[config.mk]
export PLATFORM = sky130hd
export DESIGN_NAME = conv_frame_ctrl
export DESIGN_NICKNAME = d
export VERILOG_FILES = /design/src/rtl/conv_frame_ctrl.sv
export SDC_FILE = /design/constraint.sdc
export NUM_CORES = 1
export LEC_CHECK = 0
export CAP_MARGIN = 5
export CORE_MARGIN = 2
export CORE_UTILIZATION = 40
export CTS_BUF_LIST = sky130_fd_sc_hd__clkbuf_2 sky130_fd_sc_hd__clkbuf_4 sky130_fd_sc_hd__clkbuf_8
export CTS_CLUSTER_DIAMETER = 200
export DETAILED_ROUTE_END_ITERATION = 10
export GPL_TIMING_DRIVEN = 0
export PLACE_DENSITY_LB_ADDON = 0.1
export SLEW_MARGIN = 20
export SYNTH_ARGS = -nofsm -noshare
export SYNTH_HDL_FRONTEND = slang
export SYNTH_SLANG_ARGS = --single-unit
export TNS_END_PERCENT = 50
[constraint.sdc]
create_clock -name clk_i -period 4.8 [get_ports clk_i]
set_input_delay 1.44 -clock clk_i [delete_from_list [all_inputs] [get_ports clk_i]]
set_output_delay 1.44 -clock clk_i [all_outputs]
set_load 0.02 [all_outputs]
[src/rtl/conv_frame_ctrl.sv]
// Frame-level sequencer for a streaming KW x KH convolution datapath: raster pixel
// tracking, line-buffer shift enable, window-valid flagging and drain/end-of-frame.
module conv_frame_ctrl #(
  parameter int unsigned ImgW    = 512,
  parameter int unsigned ImgH    = 512,
  parameter int unsigned KW      = 3,
  parameter int unsigned KH      = 3,
  parameter int unsigned PipeLat = 2,
  localparam int unsigned RowW   = (ImgH > 1) ? $clog2(ImgH) : 1,
  localparam int unsigned ColW   = (ImgW > 1) ? $clog2(ImgW) : 1
) (
  input  logic            clk_i,
  input  logic            rst_ni,
  input  logic            start_i,
  input  logic            abort_i,
  input  logic            in_valid_i,
  output logic            in_ready_o,
  input  logic            out_ready_i,
  output logic            pix_en_o,
  output logic [RowW-1:0] row_o,
  output logic [ColW-1:0] col_o,
  output logic            win_valid_o,
  output logic [RowW-1:0] win_row_o,
  output logic [ColW-1:0] win_col_o,
  output logic            busy_o,
  output logic            frame_done_o
);

  localparam int unsigned CntW = (PipeLat > 1) ? $clog2(PipeLat + 1) : 1;

  localparam logic [RowW-1:0] RowLast = RowW'(ImgH - 1);
  localparam logic [ColW-1:0] ColLast = ColW'(ImgW - 1);
  localparam logic [RowW-1:0] RowKOff = RowW'(KH - 1);
  localparam logic [ColW-1:0] ColKOff = ColW'(KW - 1);

  typedef enum logic [1:0] {StIdle, StRun, StDrain, StDone} state_e;

  state_e          state_q;
  logic [RowW-1:0] row_q, win_row_q;
  logic [ColW-1:0] col_q, win_col_q;
  logic [CntW-1:0] cnt_q;
  logic            win_valid_q, busy_q, frame_done_q;

  logic accept, win_hit, col_last, row_last;

  // Abort gates the handshake so an aborted cycle never shifts the line buffers.
  assign in_ready_o = (state_q == StRun) && out_ready_i && !abort_i;
  assign pix_en_o   = in_valid_i && in_ready_o;
  assign accept     = pix_en_o;
  assign win_hit    = (row_q >= RowKOff) && (col_q >= ColKOff);
  assign col_last   = (col_q == ColLast);
  assign row_last   = (row_q == RowLast);

  always_ff @(posedge clk_i or negedge rst_ni) begin
    if (!rst_ni) begin
      state_q      <= StIdle;
      row_q        <= '0;
      col_q        <= '0;
      win_row_q    <= '0;
      win_col_q    <= '0;
      win_valid_q  <= 1'b0;
      busy_q       <= 1'b0;
      frame_done_q <= 1'b0;
      cnt_q        <= '0;
    end else begin
      win_valid_q  <= 1'b0;
      frame_done_q <= 1'b0;
      if (abort_i && (state_q != StIdle)) begin
        state_q <= StIdle;
        row_q   <= '0;
        col_q   <= '0;
        busy_q  <= 1'b0;
        cnt_q   <= '0;
      end else begin
        unique case (state_q)
          StIdle: begin
            if (start_i && !abort_i) begin
              state_q <= StRun;
              row_q   <= '0;
              col_q   <= '0;
              busy_q  <= 1'b1;
            end
          end
          StRun: begin
            if (accept) begin
              if (win_hit) begin
                win_valid_q <= 1'b1;
                win_row_q   <= row_q - RowKOff;
                win_col_q   <= col_q - ColKOff;
              end
              if (col_last) begin
                col_q <= '0;
                if (row_last) begin
                  row_q <= '0;
                  if (PipeLat == 0) begin
                    state_q      <= StDone;
                    busy_q       <= 1'b0;
                    frame_done_q <= 1'b1;
                  end else begin
                    state_q <= StDrain;
                    cnt_q   <= CntW'(PipeLat);
                  end
                end else begin
                  row_q <= row_q + 1'b1;
                end
              end else begin
                col_q <= col_q + 1'b1;
              end
            end
          end
          StDrain: begin
            // Last drain cycle is the one where the counter steps down to zero.
            if (cnt_q <= CntW'(1)) begin
              state_q      <= StDone;
              busy_q       <= 1'b0;
              frame_done_q <= 1'b1;
              cnt_q        <= '0;
            end else begin
              cnt_q <= cnt_q - 1'b1;
            end
          end
          StDone: state_q <= StIdle;
          default: state_q <= StIdle;
        endcase
      end
    end
  end

  assign row_o        = row_q;
  assign col_o        = col_q;
  assign win_valid_o  = win_valid_q;
  assign win_row_o    = win_row_q;
  assign win_col_o    = win_col_q;
  assign busy_o       = busy_q;
  assign frame_done_o = frame_done_q;

endmodule

==> flow_summary.yaml, run 1 <==
outcome:
  status: "completed"
setup_path:
  cpPeakStageDelay_ns: 0.60
  reg2regPathDepth: 9
  arrival_ns: 3.18
  reg2reg_slack_ns: 1.78
  crit_start: "abort_i"
  crit_type: "primary input to primary output"
  cp_max_fo: 8
  cp.required_ns: 3.36
  reg2reg_to: "row_o[5]"
  end_kind: "primary output"
  cp-start-kind: "primary input"
  endpoint: "pix_en_o"
  path_common_cell: "clkdlybuf4s50_1"
  path_cells: "clkdlybuf4s50_1, and2b_1, nand3_2, inv_1, clkdlybuf4s50_1"
  cp_slowest_cell: "clkdlybuf4s50_1"
  worstReg2RegStart: "col_o[0]"
power:
  p_int_uw: 841
  swShare_pct: 40.3
  ir_worst_vdd_uv: 261
  power.share.sequential_pct: 33.5
  p_clk_share_pct: 20.9
  combPwrFrac_pct: 45.6
  total_power_uw: 1410
  power.leakage_uw: 0.00145
  p_sw_uw: 567
  power.density_mw_per_mm2: 427
final_layout:
  finalNetCount: 331
  drive_above_1_share_pct: 12.8
  layout_common_cells: "clkdlybuf4s50_1 (45), dfrtp_1 (43), nand2_1 (22), inv_1 (19)"
  final_cell_area_mm2: 0.00330
  diodes: 0
  area_growth_syn_to_layout_pct: 26.4
  fillers: 592
  layout_commonest_cell: "clkdlybuf4s50_1"
timing:
  fmax_mhz: 217
  timing.hold.ws_ns: 0.510
  skew_ns: 0.00679
  setup_viol: 0
  drv_slew: 0
  tightest_slew_ns: 0.631
  tns_ns: 0
  fin_crit_ns: 4.62
  hold_violations: 0
  rsz0062_at_grt: "no"
  worst_slack_ns: 0.183
  relSlewSlack_pct: 57.7
  finalCritPeriodShare_pct: 96.2
floorplan:
  io_pins: 47
  rows: 29
  die_width_um: 84.8
  die_y_um: 84.8
  dieArea_mm2: 0.00718
  core_mm2: 0.00631
  initial_core_util_pct: 41.3
place:
  io_buffer_count: 46
  dpl_worst_slack_ns: 0.0805
  placed_area_mm2: 0.00318
  dp_hpwl_um: 4470
  globalplace.congestion: 0.846
global_routing:
  grtUsageTotal_pct: 18.1
  antenna_found_initial: 0
  grt_max_degree: 29
  grt.overflow.total: 0
  first_global_vias: 2104
  grt_pass1_wl_um: 10400
routing:
  drtIter0Drc: 158
  wl_um: 6160
  top_layer: "met4"
  vias: 2136
  met2_length_um: 2740
  wl_per_cell_um: 15.8
  dr.pass1.iters: 4
  wl_met1_um: 3040
  drc: 0
  ant_nets: 0
  vias_per_cell: 5.48
  met3WireLength_um: 285
synth:
  netlist_top_cells_area: "dfrtp_1 (41%), ha_1 (6.2%), mux2_2 (3.9%)"
  netlist_area_mm2: 0.00261
  synthArstFlopShare_pct: 100
  ys.flop_type: "dfrtp_1"
  synth_edf_count: 0
  synth_top_area_share_pct: 41.2
  synthDistinctLibCells: 52
  synth_nets: 277
  syn_avg_cell_area_um2: 10.1
  synth_seq_cells: 43
  yosysTopAreaCell: "dfrtp_1"
  ys.warnings.count: 0
  seq_area_frac_synth_pct: 41.2
  synthCells: 258
hold_path:
  hold_path_class: "flip-flop to flip-flop"
  holdCritStartpoint: "win_col_o[3]"
flow_run:
  max_cap_viol_count: 0
clocking:
  clkLatencyLatePin_ns: 0.31
  cts_setup_buffers: 0
  htree_levels: 2
  cts_tree: "yes"
  cts_num_sinks: 43
  cts_root_buf: "clkbuf_8"
  cts_buffers: 5
  clk_path_buf_depth: 2
  clk_pin_slew_ns: 0.09
## per-layer routing
| metal | up-vias | global-route usage, % |
|---|---|---|
| met1 | 1009 | 26.4 |
| met2 | 59 | 26.6 |
| met4 | 0 | 7.22 |
| met3 | 11 | 3.05 |
| li1 | 1057 | - |
| met5 | - | 0 |
## what timing repair did
| action | CTS | global route |
|---|---|---|
| hold buffers | 0 | 0 |
| resized for setup | 0 | 1 |
| endpoints found under the setup margin | 0 | 1 |
## registers in the layout (all words and copies together), names as in the netlist
register	cells
busy_o	1
col_o	9
cnt_q	2
frame_done_o	1
win_row_o	9
row_o	9
win_col_o	9
win_valid_o	1
state_q	2
## cell families after synthesis
logic type               Yosys count  synth area share, %
AND/OR/NAND/NOR                   76                 15.4
AO/OA/AOI/OAI                     63                 19.0
flip-flops                        43                 41.2
buffers and inverters             33                 5.42
multiplexers                      20                 9.26
adder cells (fa/ha/maj)           13                 6.24
XOR/XNOR                          10                 3.36
## cells in the mapped netlist (2+ instances only)
| master | n |
|---|---|
| mux2_2 | 9 |
| o41ai_1 | 4 |
| o22ai_1 | 4 |
| a21oi_1 | 5 |
| ha_1 | 13 |
| o211ai_1 | 3 |
| a211oi_1 | 2 |
| a31oi_1 | 4 |
| o31ai_1 | 3 |
| mux2i_1 | 5 |
| and3_1 | 2 |
| a22oi_1 | 2 |
| xnor2_1 | 4 |
| a211o_1 | 5 |
| mux2_4 | 6 |
| dfrtp_1 | 43 |
| clkbuf_1 | 10 |
| a32oi_1 | 3 |
| nor2b_1 | 2 |
| or2_2 | 2 |
| o21ai_0 | 13 |
| nand2_1 | 22 |
| buf_2 | 2 |
| inv_1 | 19 |
| nand3_1 | 9 |
| xor2_1 | 6 |
| nor4_1 | 2 |
| nand4_1 | 4 |
| a22o_1 | 2 |
| a32o_1 | 3 |
| buf_6 | 2 |
| nand2b_1 | 5 |
| nor2_1 | 13 |
| or3_1 | 3 |
| a41o_1 | 2 |
| nor3_1 | 4 |
## worst max-delay path: cells and delay by family
| kind | cells | cell delay (ns) |
|---|---|---|
| buf+inv | 3 | 1.21 |
| simple gates | 2 | 0.52 |
## cell type report
class                   instances  area, µm²  share of cell area [%]
plain buffers                  14       70.1                    2.12
clock inverters                 3       43.8                    1.33
clock buffers                   5       68.8                    2.09
flip-flops and latches         43       1080                    32.6
inverters                      19       71.3                    2.16
well taps                      77       96.3                    2.92
multi-input cells             182       1400                    42.3
repair buffers                 47        475                    14.4
## power groups by stage
| stage | sequential (µW) | clock, µW | combinational (µW) |
|---|---|---|---|
| after detailed placement | 480 | 0 | 639 |
| after floorplan | 529 | 0 | 372 |
| after global routing | 482 | 316 | 706 |
| final | 471 | 295 | 642 |
| after CTS | 473 | 307 | 640 |
| after global placement | 478 | 0 | 636 |
## worst min-delay path by stage
stage                         to  slack (ns)  depth (start not counted)
finish              win_col_o[3]        0.51                          1
global placement    win_col_o[3]        0.48                          1
floorplan           frame_done_o        0.47                          1
CTS                 win_col_o[3]        0.51                          1
detailed placement  win_col_o[3]        0.49                          1
global route        win_row_o[4]        0.53                          1
## through the flow
stage / util [%] / std cells
floorplan: - / 258
global placement: 50.1 / 381
detailed placement: 50.4 / 382
CTS: 52.2 / 390
global route: 52.2 / 390
finish: 52.2 / 390
Power figures use the tool's default switching activity.
==> run 2, diff against run 1 <==
--- a/config.mk
+++ b/config.mk
@@ -6,11 +6,12 @@
 export NUM_CORES = 1
 export LEC_CHECK = 0
 export CAP_MARGIN = 5
-export CORE_MARGIN = 2
+export CORE_ASPECT_RATIO = 1.2
 export CORE_UTILIZATION = 40
 export CTS_BUF_LIST = sky130_fd_sc_hd__clkbuf_2 sky130_fd_sc_hd__clkbuf_4 sky130_fd_sc_hd__clkbuf_8
 export CTS_CLUSTER_DIAMETER = 200
 export DETAILED_ROUTE_END_ITERATION = 10
+export DONT_BUFFER_PORTS = 1
 export GPL_TIMING_DRIVEN = 0
 export PLACE_DENSITY_LB_ADDON = 0.1
 export SLEW_MARGIN = 20
==> flow_summary.yaml, run 2 (synthesized netlist as in run 1, its figures left out) <==
clocking:
  clk_path_buf_depth: 2
  clkLatencyLatePin_ns: 0.30
  cts_num_sinks: 43
  cts_hold_buf: 0
  clk_pin_slew_ns: 0.08
  cts_resized: 0
  cts_buffers: 5
  cts_tree: "yes"
  htree_levels: 2
  cts_setup_buffers: 0
  cts_root_buf: "clkbuf_8"
power:
  p_int_uw: 815
  power.density_mw_per_mm2: 477
  power.share.sequential_pct: 39.6
  p_sw_uw: 542
  total_power_uw: 1360
  swShare_pct: 39.9
  combPwrFrac_pct: 35.0
  p_clk_share_pct: 25.4
  ir_worst_vdd_uv: 262
  power.leakage_uw: 0.00129
timing:
  skew_ns: 0.00999
  drv_slew: 0
  tightest_slew_ns: 0.646
  finalCritPeriodShare_pct: 74.9
  relSlewSlack_pct: 56.7
  fmax_mhz: 278
  hold_violations: 0
  rsz0062_at_grt: "no"
  tns_ns: 0
  setup_viol: 0
  fin_crit_ns: 3.60
global_routing:
  grt_max_degree: 44
  antenna_found_initial: 0
  grt_pass1_wl_um: 9810
  grtUsageTotal_pct: 18.7
  grt.overflow.total: 0
  first_global_vias: 1919
routing:
  dr.pass1.iters: 4
  wl_um: 6010
  vias: 1965
  drc: 0
  drtIter0Drc: 98
  vias_per_cell: 5.65
  ant_nets: 0
  wl_per_cell_um: 17.3
final_layout:
  area_growth_syn_to_layout_pct: 9.16
  multi_input_area_mm2: 0.00139
  layout_common_cells: "dfrtp_1 (43), nand2_1 (22), inv_1 (19)"
  fillers: 589
  drive_above_1_share_pct: 13.9
  finalNetCount: 284
  diodes: 0
  layout_commonest_cell: "dfrtp_1"
  regArea_mm2: 0.00108
setup_path:
  end_kind: "primary output"
  arrival_ns: 2.16
  reg2reg_slack_ns: 1.57
  cp.required_ns: 3.36
  cp-start-kind: "primary input"
  cp_max_fo: 8
  crit_type: "primary input to primary output"
hold_path:
  hold_path_class: "flip-flop to flip-flop"
floorplan:
  initial_core_util_pct: 42.3
  rows: 31
  die_y_um: 90.5
  dieArea_mm2: 0.00685
  io_pins: 47
  die_width_um: 75.7
  core_mm2: 0.00617
place:
  globalplace.congestion: 0.782
  io_buffer_count: 0
  dp_hpwl_um: 4270
flow_run:
  max_cap_viol_count: 0
outcome:
  status: "completed"
-- run 2: layer usage --
layer  track usage, %  part of all wire, %
met3             4.35                  4.7
met5                0                    0
met1             25.8                   46
met2             28.6                   47
met4             5.86                  2.0
-- run 2: final cells by class --
| cell class | instances | area share [%] |
|---|---|---|
| buffer | 14 | 2.46 |
| clock buffer | 6 | 2.68 |
| clock inverter | 2 | 2.11 |
| inverter | 19 | 2.50 |
| multi-input combinational | 182 | 48.9 |
| sequential | 43 | 37.8 |
| tap | 82 | 3.60 |
-- run 2: path summary, 6_finish.rpt --
| path | start | endpoint | cells past startpoint |
|---|---|---|---|
| max reg2reg | col_o[0] | row_o[5] | 9 |
| max | abort_i | pix_en_o | 3 |
| max in group asynchronous | rst_ni | win_row_o[1] | 0 |
| min in group asynchronous | rst_ni | win_col_o[5] | 0 |
| min reg2reg | cnt_q[1] | frame_done_o | 1 |
| min | cnt_q[1] | frame_done_o | 1 |
-- run 2: per-stage QoR --
step / utilization, % / instance area, µm² / hold slack [ns] / worst slack [ns] / std cells
finish: 46.2 / 2850 / 0.520 / 1.20 / 348
global route: 46.2 / 2850 / 0.548 / 1.12 / 348
CTS: 46.2 / 2850 / 0.522 / 1.21 / 348
detailed placement: 44.0 / 2710 / 0.503 / 1.21 / 340
global placement: 44.0 / 2710 / 0.513 / 1.19 / 340
floorplan: - / 2610 / 0.473 / 1.35 / 258
-- run 2: power by group through the flow --
stage          clock (µW)  combinational [µW]  sequential, µW
2_1_floorplan           0                 372             529
4_1_cts               354                 476             538
3_5_place_dp            0                 473             545
6_report              345                 475             537
5_1_grt               370                 533             548
3_3_place_gp            0                 469             545
-- run 2: worst max-delay path, stage by stage --
cell	delay (ns)
and2b_1	0.25
nand3_1	0.24
inv_1	0.23
==> run 3, diff against run 2 <==
==> constraint.sdc (replaced) <==
create_clock -name clk_i -period 2.9 [get_ports clk_i]
set_input_delay 0.87 -clock clk_i [delete_from_list [all_inputs] [get_ports clk_i]]
set_output_delay 0.87 -clock clk_i [all_outputs]
set_load 0.02 [all_outputs]
==> flow_summary.yaml, run 3 (synthesized netlist as in run 1, its figures left out) <==
outcome:
  status: "completed"
timing:
  timing.hold.ws_ns: 0.250
  fmax_mhz: 365
  relSlewSlack_pct: 56.8
  rsz0062_at_grt: "no"
  tns_ns: 0
  tightest_slew_ns: 0.644
  setup_viol: 0
  fin_crit_ns: 2.74
  hold_violations: 0
  skew_ns: 0.00997
  drv_slew: 0
  finalCritPeriodShare_pct: 94.5
power:
  power.density_mw_per_mm2: 785
  power.share.sequential_pct: 39.3
  ir_worst_vdd_uv: 446
  power.leakage_uw: 0.00131
  p_sw_uw: 899
  p_clk_share_pct: 25.5
  p_int_uw: 1360
  combPwrFrac_pct: 35.2
  swShare_pct: 39.9
setup_path:
  arrival_ns: 2.93
  reg2regPathDepth: 8
  crit_type: "flip-flop to flip-flop"
  cp_max_fo: 8
  end_kind: "flip-flop"
  cp.required_ns: 3.09
  cp-start-kind: "flip-flop"
clocking:
  cts_tree: "yes"
  cts_hold_buf: 0
  clkLatencyLatePin_ns: 0.30
  cts_num_sinks: 43
  clk_path_buf_depth: 2
  htree_levels: 2
  clk_pin_slew_ns: 0.09
  cts_buffers: 5
  cts_root_buf: "clkbuf_8"
floorplan:
  dieArea_mm2: 0.00685
  initial_core_util_pct: 42.3
  io_pins: 47
  core_mm2: 0.00617
  die_width_um: 75.7
  rows: 31
  die_y_um: 90.5
global_routing:
  busiest_layer: "met2"
  antenna_found_initial: 0
  first_global_vias: 1919
  grt.overflow.total: 0
  use_met1_pct: 26.0
  grt_pass1_wl_um: 9830
  met3_usage_pct: 4.35
  grt_max_degree: 44
  gr-usage-met2_pct: 28.5
  grtUsageTotal_pct: 18.7
routing:
  drtIter0Drc: 75
  drc: 0
  dr.pass1.iters: 4
  wl_um: 6030
  ant_nets: 0
  wl_per_cell_um: 17.3
  vias_per_cell: 5.61
  vias: 1951
final_layout:
  finalNetCount: 284
  final_cell_area_mm2: 0.00288
  area_growth_syn_to_layout_pct: 10.2
  layout_commonest_cell: "dfrtp_1"
  drive_above_1_share_pct: 16.5
  layout_common_cells: "dfrtp_1 (40), nand2_1 (22), inv_1 (18), nor2_1 (13), o21ai_0 (13)"
  diodes: 0
hold_path:
  hold_path_class: "primary input to asynchronous set/reset pin"
place:
  dp_hpwl_um: 4270
  placed_area_mm2: 0.00271
  io_buffer_count: 0
  globalplace.congestion: 0.782
flow_run:
  max_cap_viol_count: 0
[run 3: cell types whose count changed in the layout (fill, tap and decap cells not counted)]
| cell | delta |
|---|---|
| dfrtp_1 | -3 |
| dlymetal6s2s_1 | +1 |
| dfrtp_2 | +3 |
| clkbuf_1 | -3 |
| ha_4 | +1 |
| inv_1 | -1 |
| ha_1 | -1 |
| inv_2 | +1 |
| clkbuf_2 | +2 |
[run 3: critical path, cell delays in order (launching register included)]
cell      delay [ns]
dfrtp_1         0.53
ha_1            0.30
and3_2          0.25
nand3_1         0.14
nor2_1          0.07
ha_1            0.28
nand2b_1        0.24
or3_1           0.45
o41ai_1         0.38
[run 3: metal layers]
metal  part of all wire, %  vias to the layer above
met5                     0                        -
met4                   1.3                        0
met3                   4.9                        8
met2                    49                       55
met1                    45                      938
li1                      -                      950
[run 3: what timing repair did]
item	4_1_cts	5_1_grt
buffers inserted	0	1
endpoints found under the setup margin	12	9
gates resized for setup	3	7
gates cloned	0	0
[run 3: stage by stage]
step	std cells	worst slack, ns	power (µW)	utilization, %
2_1_floorplan	258	0.290	1490	-
3_3_place_gp	340	-0.250	1680	44.0
3_5_place_dp	340	-0.273	1690	44.0
4_1_cts	347	0.0189	2270	46.2
5_1_grt	348	0.0196	2410	46.6
6_report	348	0.160	2260	46.6
[run 3: power groups by stage]
stage                     registers, µW  clock network, µW  logic [µW]
after floorplan                     876                  0         616
after global placement              902                  0         776
after detailed placement            903                  0         783
after CTS                           893                586         787
after global routing                905                612         894
final                               887                575         794
[run 3: path summary, 6_finish.rpt]
check                         start            to  slack [ns]
max                        row_o[1]      row_o[5]        0.16
min                          rst_ni  win_col_o[5]        0.25
max reg2reg                row_o[1]      row_o[5]        0.16
min reg2reg                cnt_q[1]  frame_done_o        0.52
max in group asynchronous    rst_ni  win_row_o[1]        2.56
min in group clk_i         cnt_q[1]  frame_done_o        0.52
[run 3: final cells by class]
| type | instances | area [µm²] |
|---|---|---|
| clock buffers | 6 | 76.3 |
| inverters | 19 | 71.3 |
| well taps | 82 | 103 |
| flip-flops and latches | 43 | 1080 |
| fillers | 588 | 3290 |
| plain buffers | 13 | 68.8 |
| multi-input cells | 182 | 1400 |
| clock inverters | 2 | 60.1 |
| repair buffers | 1 | 12.5 |
==> variant 1, RTL diff (config.mk and constraints of run 1) <==
Set the parameter `ImgW` to 1024 (it was 512).
--- a/src/rtl/conv_frame_ctrl.sv
+++ b/src/rtl/conv_frame_ctrl.sv
@@ -2,5 +2,5 @@
 // tracking, line-buffer shift enable, window-valid flagging and drain/end-of-frame.
 module conv_frame_ctrl #(
-  parameter int unsigned ImgW    = 512,
+  parameter int unsigned ImgW    = 1024,
   parameter int unsigned ImgH    = 512,
   parameter int unsigned KW      = 3,
Interface: changed (resized col_o and win_col_o); port bits go from 47 to 49. No check against the original RTL was run, so the function may have changed too.
==> variant 1 against run 1 <==
  * Synthesized area is 5.1% lower
  * Total power is 19% lower
  * Combinational power is 35% lower
  * Cell area is 3.9% lower
  * Setup slack better by 43 ps
  * Register-to-register slack better by 570 ps
  * Synthesized cell count is 3.5% higher
  * Die area is 4.9% lower
  * Utilization is 0.95 points higher
  * Sequential cell count is 2 higher
  * Sequential power is 5.3% lower
  * Routed wire length is 11% lower
  * Cell count is 2.1% higher
  * Non-clock buffer count stayed put
  * Critical endpoint unchanged
==> variant 1: results (changes against run 1) <==
syn nets=285 (+2.9%); fill count=589 (-0.51%); peak supply drop=0.270 mV (+3.6%); via count=2,079 (-2.7%); Relative slew margins=50.6% (-7.0 points); post-synthesis cell type count=46 (-12%); crit-path max FO=9 (+1); synth top area cells=dfrtp_1 (46%), o21ai_0 (7.9%), ha_1 (6.1%), nand2_1 (6.1%), xnor2_1 (4.2%); fraction of layout cells with a size suffix above 1=7.43% (-5.3 points); Iteration-0 DRC Markers=62 (-61%); largest net degree at the start of global routing=28 (-3.4%); clock skew=3.73 ps (-3.06 ps); sequential share of the synthesized area=45.5% (+4.3 points); Hold Crit Endpoint=win_col_o[8]; Leakage Power=0.00141 uW (-3.1%); vias in the first global route=1,923 (-8.6%); Cell Count Post-Placement=391 (+2.4%); R2R cell count=8 (-1); r2r startpoint=row_o[1]; reg2reg end=cnt_q[1]; dpl hpwl=4.18 mm (-6.5%); nets=341 (+3.0%); Via-to-Cell Ratio=5.22 (-4.6%); Avg WL per Cell=13.7 um (-13%); port bufs=48 (+4.3%); Cells after Synth=267 (+3.5%); status=completed; Hold Crit Depth=2 (+1); pre-CTS WS=228 ps (+148 ps); placer congestion estimate=0.817 (-3.4%); Hold Crit Start=win_col_o[8]; top cells by count, synth=dfrtp_1 (45), nand2_1 (40), o21ai_0 (39); Total Routing Usage GR=17.5% (-0.59 points); worst reg2reg setup slack=2350 ps (+570 ps)
variant 1: final cells by class:
class,count,share of cell area (%)
multi-input cells,199,38.9
flip-flops and latches,45,35.5
repair buffers,49,15.6
well taps,75,2.96
plain buffers,12,2.37
clock buffers,5,2.17
inverters,11,1.30
clock inverters,2,1.11
variant 1: through the flow:
step	hold slack, ps	total power (uW)	instance area (um2)	util [%]
after detailed placement	469	873	3060	51.4
after floorplan	445	746	2470	-
final	478	1140	3170	53.2
after global placement	460	866	3050	51.2
after global routing	505	1230	3170	53.2
after CTS	488	1160	3170	53.2
variant 1: cell families (layout without fill, tap and decap cells):
logic type / count (synthesis) / after routing / synth area share [%]
AO/OA/AOI/OAI: 67 / 67 / 16.8
AND/OR/NAND/NOR: 103 / 103 / 20.6
flip-flops: 45 / 45 / 45.5
multiplexers: 2 / 2 / 0.960
XOR/XNOR: 15 / 15 / 5.31
adder cells (fa/ha/maj): 12 / 12 / 6.07
buffers and inverters: 23 / 79 / 4.70
variant 1: worst min-delay path, stage by stage, from the launching register on:
cell     delay (ps)
dfrtp_1         350
nand2_1          40
o21ai_0          50
variant 1: worst max path at each step:
stage | startpoint | end | slack [ps]
6_report | abort_i | pix_en_o | 230
5_1_grt | abort_i | pix_en_o | 160
4_1_cts | abort_i | pix_en_o | 220
3_5_place_dp | abort_i | pix_en_o | 230
3_3_place_gp | abort_i | pix_en_o | 220
2_1_floorplan | abort_i | pix_en_o | 1460
variant 1: layer usage:
metal	track usage (%)	up-vias	routed length [um]
met3	3.37	9	163
met1	23.7	973	2700
met2	27.8	37	2520
met4	6.23	0	78
met5	0	-	0
li1	-	1060	-
variant 1: where the power goes:
part | switching, uW | total [uW] | internal [uW]
Combinational | 256 | 420 | 164
Clock | 127 | 278 | 151
Sequential | 36.0 | 446 | 410
==> variant 2, RTL diff (settings of run 1) <==
Made on the original files. Re-encode `state_e` (4 states) as one-hot, 4 bits wide.
--- a/src/rtl/conv_frame_ctrl.sv
+++ b/src/rtl/conv_frame_ctrl.sv
@@ -34,5 +34,5 @@
   localparam logic [ColW-1:0] ColKOff = ColW'(KW - 1);
 
-  typedef enum logic [1:0] {StIdle, StRun, StDrain, StDone} state_e;
+  typedef enum logic [3:0] {StIdle = 4'b0001, StRun = 4'b0010, StDrain = 4'b0100, StDone = 4'b1000} state_e;
 
   state_e          state_q;
Behaviour: same outputs for any inputs over 10 cycles, from zero or initial values and one cycle with rst_ni low; not proved beyond that.
==> variant 2 against run 1 <==
  * Synthesized area shrank 0.48%
  * Cell count grew 2.3%
  * Sequential cell count grew 2
  * Sequential share of layout area grew 1.7 points
  * Setup slack gained 69 ps
  * Clock skew grew 8.0 ps
  * Cell area shrank 0.42%
  * First-iteration DRC count shrank 53%
  * Routed wire length shrank 4.8%
  * Critical path type unchanged
  * Critical endpoint is now in_ready_o
Power is not compared: it rests on default switching activity, and its combinational part moved more than twofold at a synthesized area within 25%.
==> variant 2: results (changes against run 1) <==
Avg WL per Cell=14.7 um (-7.0%); top cells by count, synth=dfrtp_1 (44), o21ai_0 (24), nand2_1 (22); fraction of layout cells with a size suffix above 1=11.2% (-1.6 points); largest net degree at the start of global routing=31 (+6.9%); post-synthesis cell type count=43 (-17%); sequential share of the synthesized area=43.4% (+2.2 points); initial antenna violation count=0 (unchanged); Via-to-Cell Ratio=5.41 (-1.2%); worst reg2reg setup slack=2110 ps (+330 ps); nets=337 (+1.8%); Hold Crit Depth=1 (unchanged); Hold Crit Start=cnt_q[0]; clock skew=14.8 ps (+7.97 ps); CP arrival=3110 ps (-70 ps); syn nets=284 (+2.5%); crit-path max FO=14 (+6); Hold Crit Endpoint=cnt_q[0]; synth top area cells=dfrtp_1 (42%), ha_1 (4.8%), o21ai_0 (4.6%), mux2_2 (3.9%), mux2_4 (3.5%); Iteration-0 DRC Markers=74 (-53%); port bufs=46 (unchanged); Max Buffers Root-to-Sink=2 (unchanged); dpl hpwl=4.19 mm (-6.3%); reg2reg end=row_o[2]; Total Routing Usage GR=17.3% (-0.75 points); vias in the first global route=2,000 (-4.9%); status=completed; placer congestion estimate=0.890 (+5.3%)
==> variant 2: changes by cell type in the layout (fill, tap and decap cells not counted), moves of 4 or more <==
cell	delta
a211o_1	-5
a21oi_1	+5
clkbuf_1	+5
inv_1	-8
nand3_1	+7
nand3b_1	+4
nand4_1	-4
nor3_1	+4
nor3b_1	+4
o21ai_0	+11
o22ai_1	-4
o31ai_1	+4
==> variant 2: cells by family (layout without fill, tap and decap cells) <==
| family | after synthesis | after routing | synth area share, % |
|---|---|---|---|
| muxes | 17 | 17 | 8.14 |
| and+or+nand+nor | 90 | 90 | 18.8 |
| xor gates and xnor gates | 12 | 12 | 4.05 |
| AOI/OAI and AO/OA | 62 | 62 | 15.6 |
| DFF | 45 | 45 | 43.4 |
| buffers and inverters | 32 | 86 | 5.16 |
| adders and majority gates | 10 | 10 | 4.82 |
==> variant 2: power groups by stage <==
| stage | sequential [uW] | clock (uW) | combinational (uW) |
|---|---|---|---|
| global placement | 398 | 0 | 54.6 |
| CTS | 391 | 307 | 56.4 |
| detailed placement | 398 | 0 | 56.8 |
| global route | 392 | 326 | 61.8 |
| floorplan | 399 | 0 | 27.4 |
| finish | 391 | 295 | 55.4 |
==> variant 2: what timing repair did <==
item,CTS,global route
setup buffers,1,0
gates resized for setup,3,0
endpoints found under the setup margin,2,0
==> variant 2: area by class of cell <==
type	count	area, um2
Tap cell	77	96.3
Clock inverter	3	46.3
Sequential cell	45	1130
Timing Repair Buffer	48	482
Inverter	11	41.3
Multi-Input combinational cell	191	1340
Clock buffer	5	68.8
Fill cell	619	3030
Buffer	19	86.3
==> variant 2: worst max-delay path: stages <==
cell and delay, ps:
dlygate4sd2_1 360, and3b_2 290, clkbuf_2 240, and2_1 160, clkdlybuf4s50_1 600
==> variant 2: worst max path at each step <==
| stage | end | depth (start not counted) |
|---|---|---|
| after global placement | in_ready_o | 7 |
| final | in_ready_o | 5 |
| after CTS | in_ready_o | 5 |
| after floorplan | in_ready_o | 5 |
| after global routing | in_ready_o | 5 |
| after detailed placement | in_ready_o | 7 |
==> variant 2: metal layers <==
layer | vias to the layer above | GRT usage (%) | share of wire, % | wire length, um
met5 | - | 0 | 0 | 0
met4 | 0 | 5.48 | 1.5 | 85
met3 | 9 | 3.64 | 3.7 | 216
met2 | 44 | 26.4 | 47 | 2760
met1 | 1043 | 24.7 | 48 | 2800
li1 | 1064 | - | - | -
==> variant 2: per-stage QoR <==
step                      area (um2)  util, %  std cells  setup slack (ps)  hold slack, ps
after floorplan                 2600        -        268               775             445
after global placement          3150     49.9        391              -634             467
after detailed placement        3170     50.2        392              -625             467
after CTS                       3280     52.0        399               230             480
after global routing            3280     52.0        399               165             505
final                           3280     52.0        399               251             485
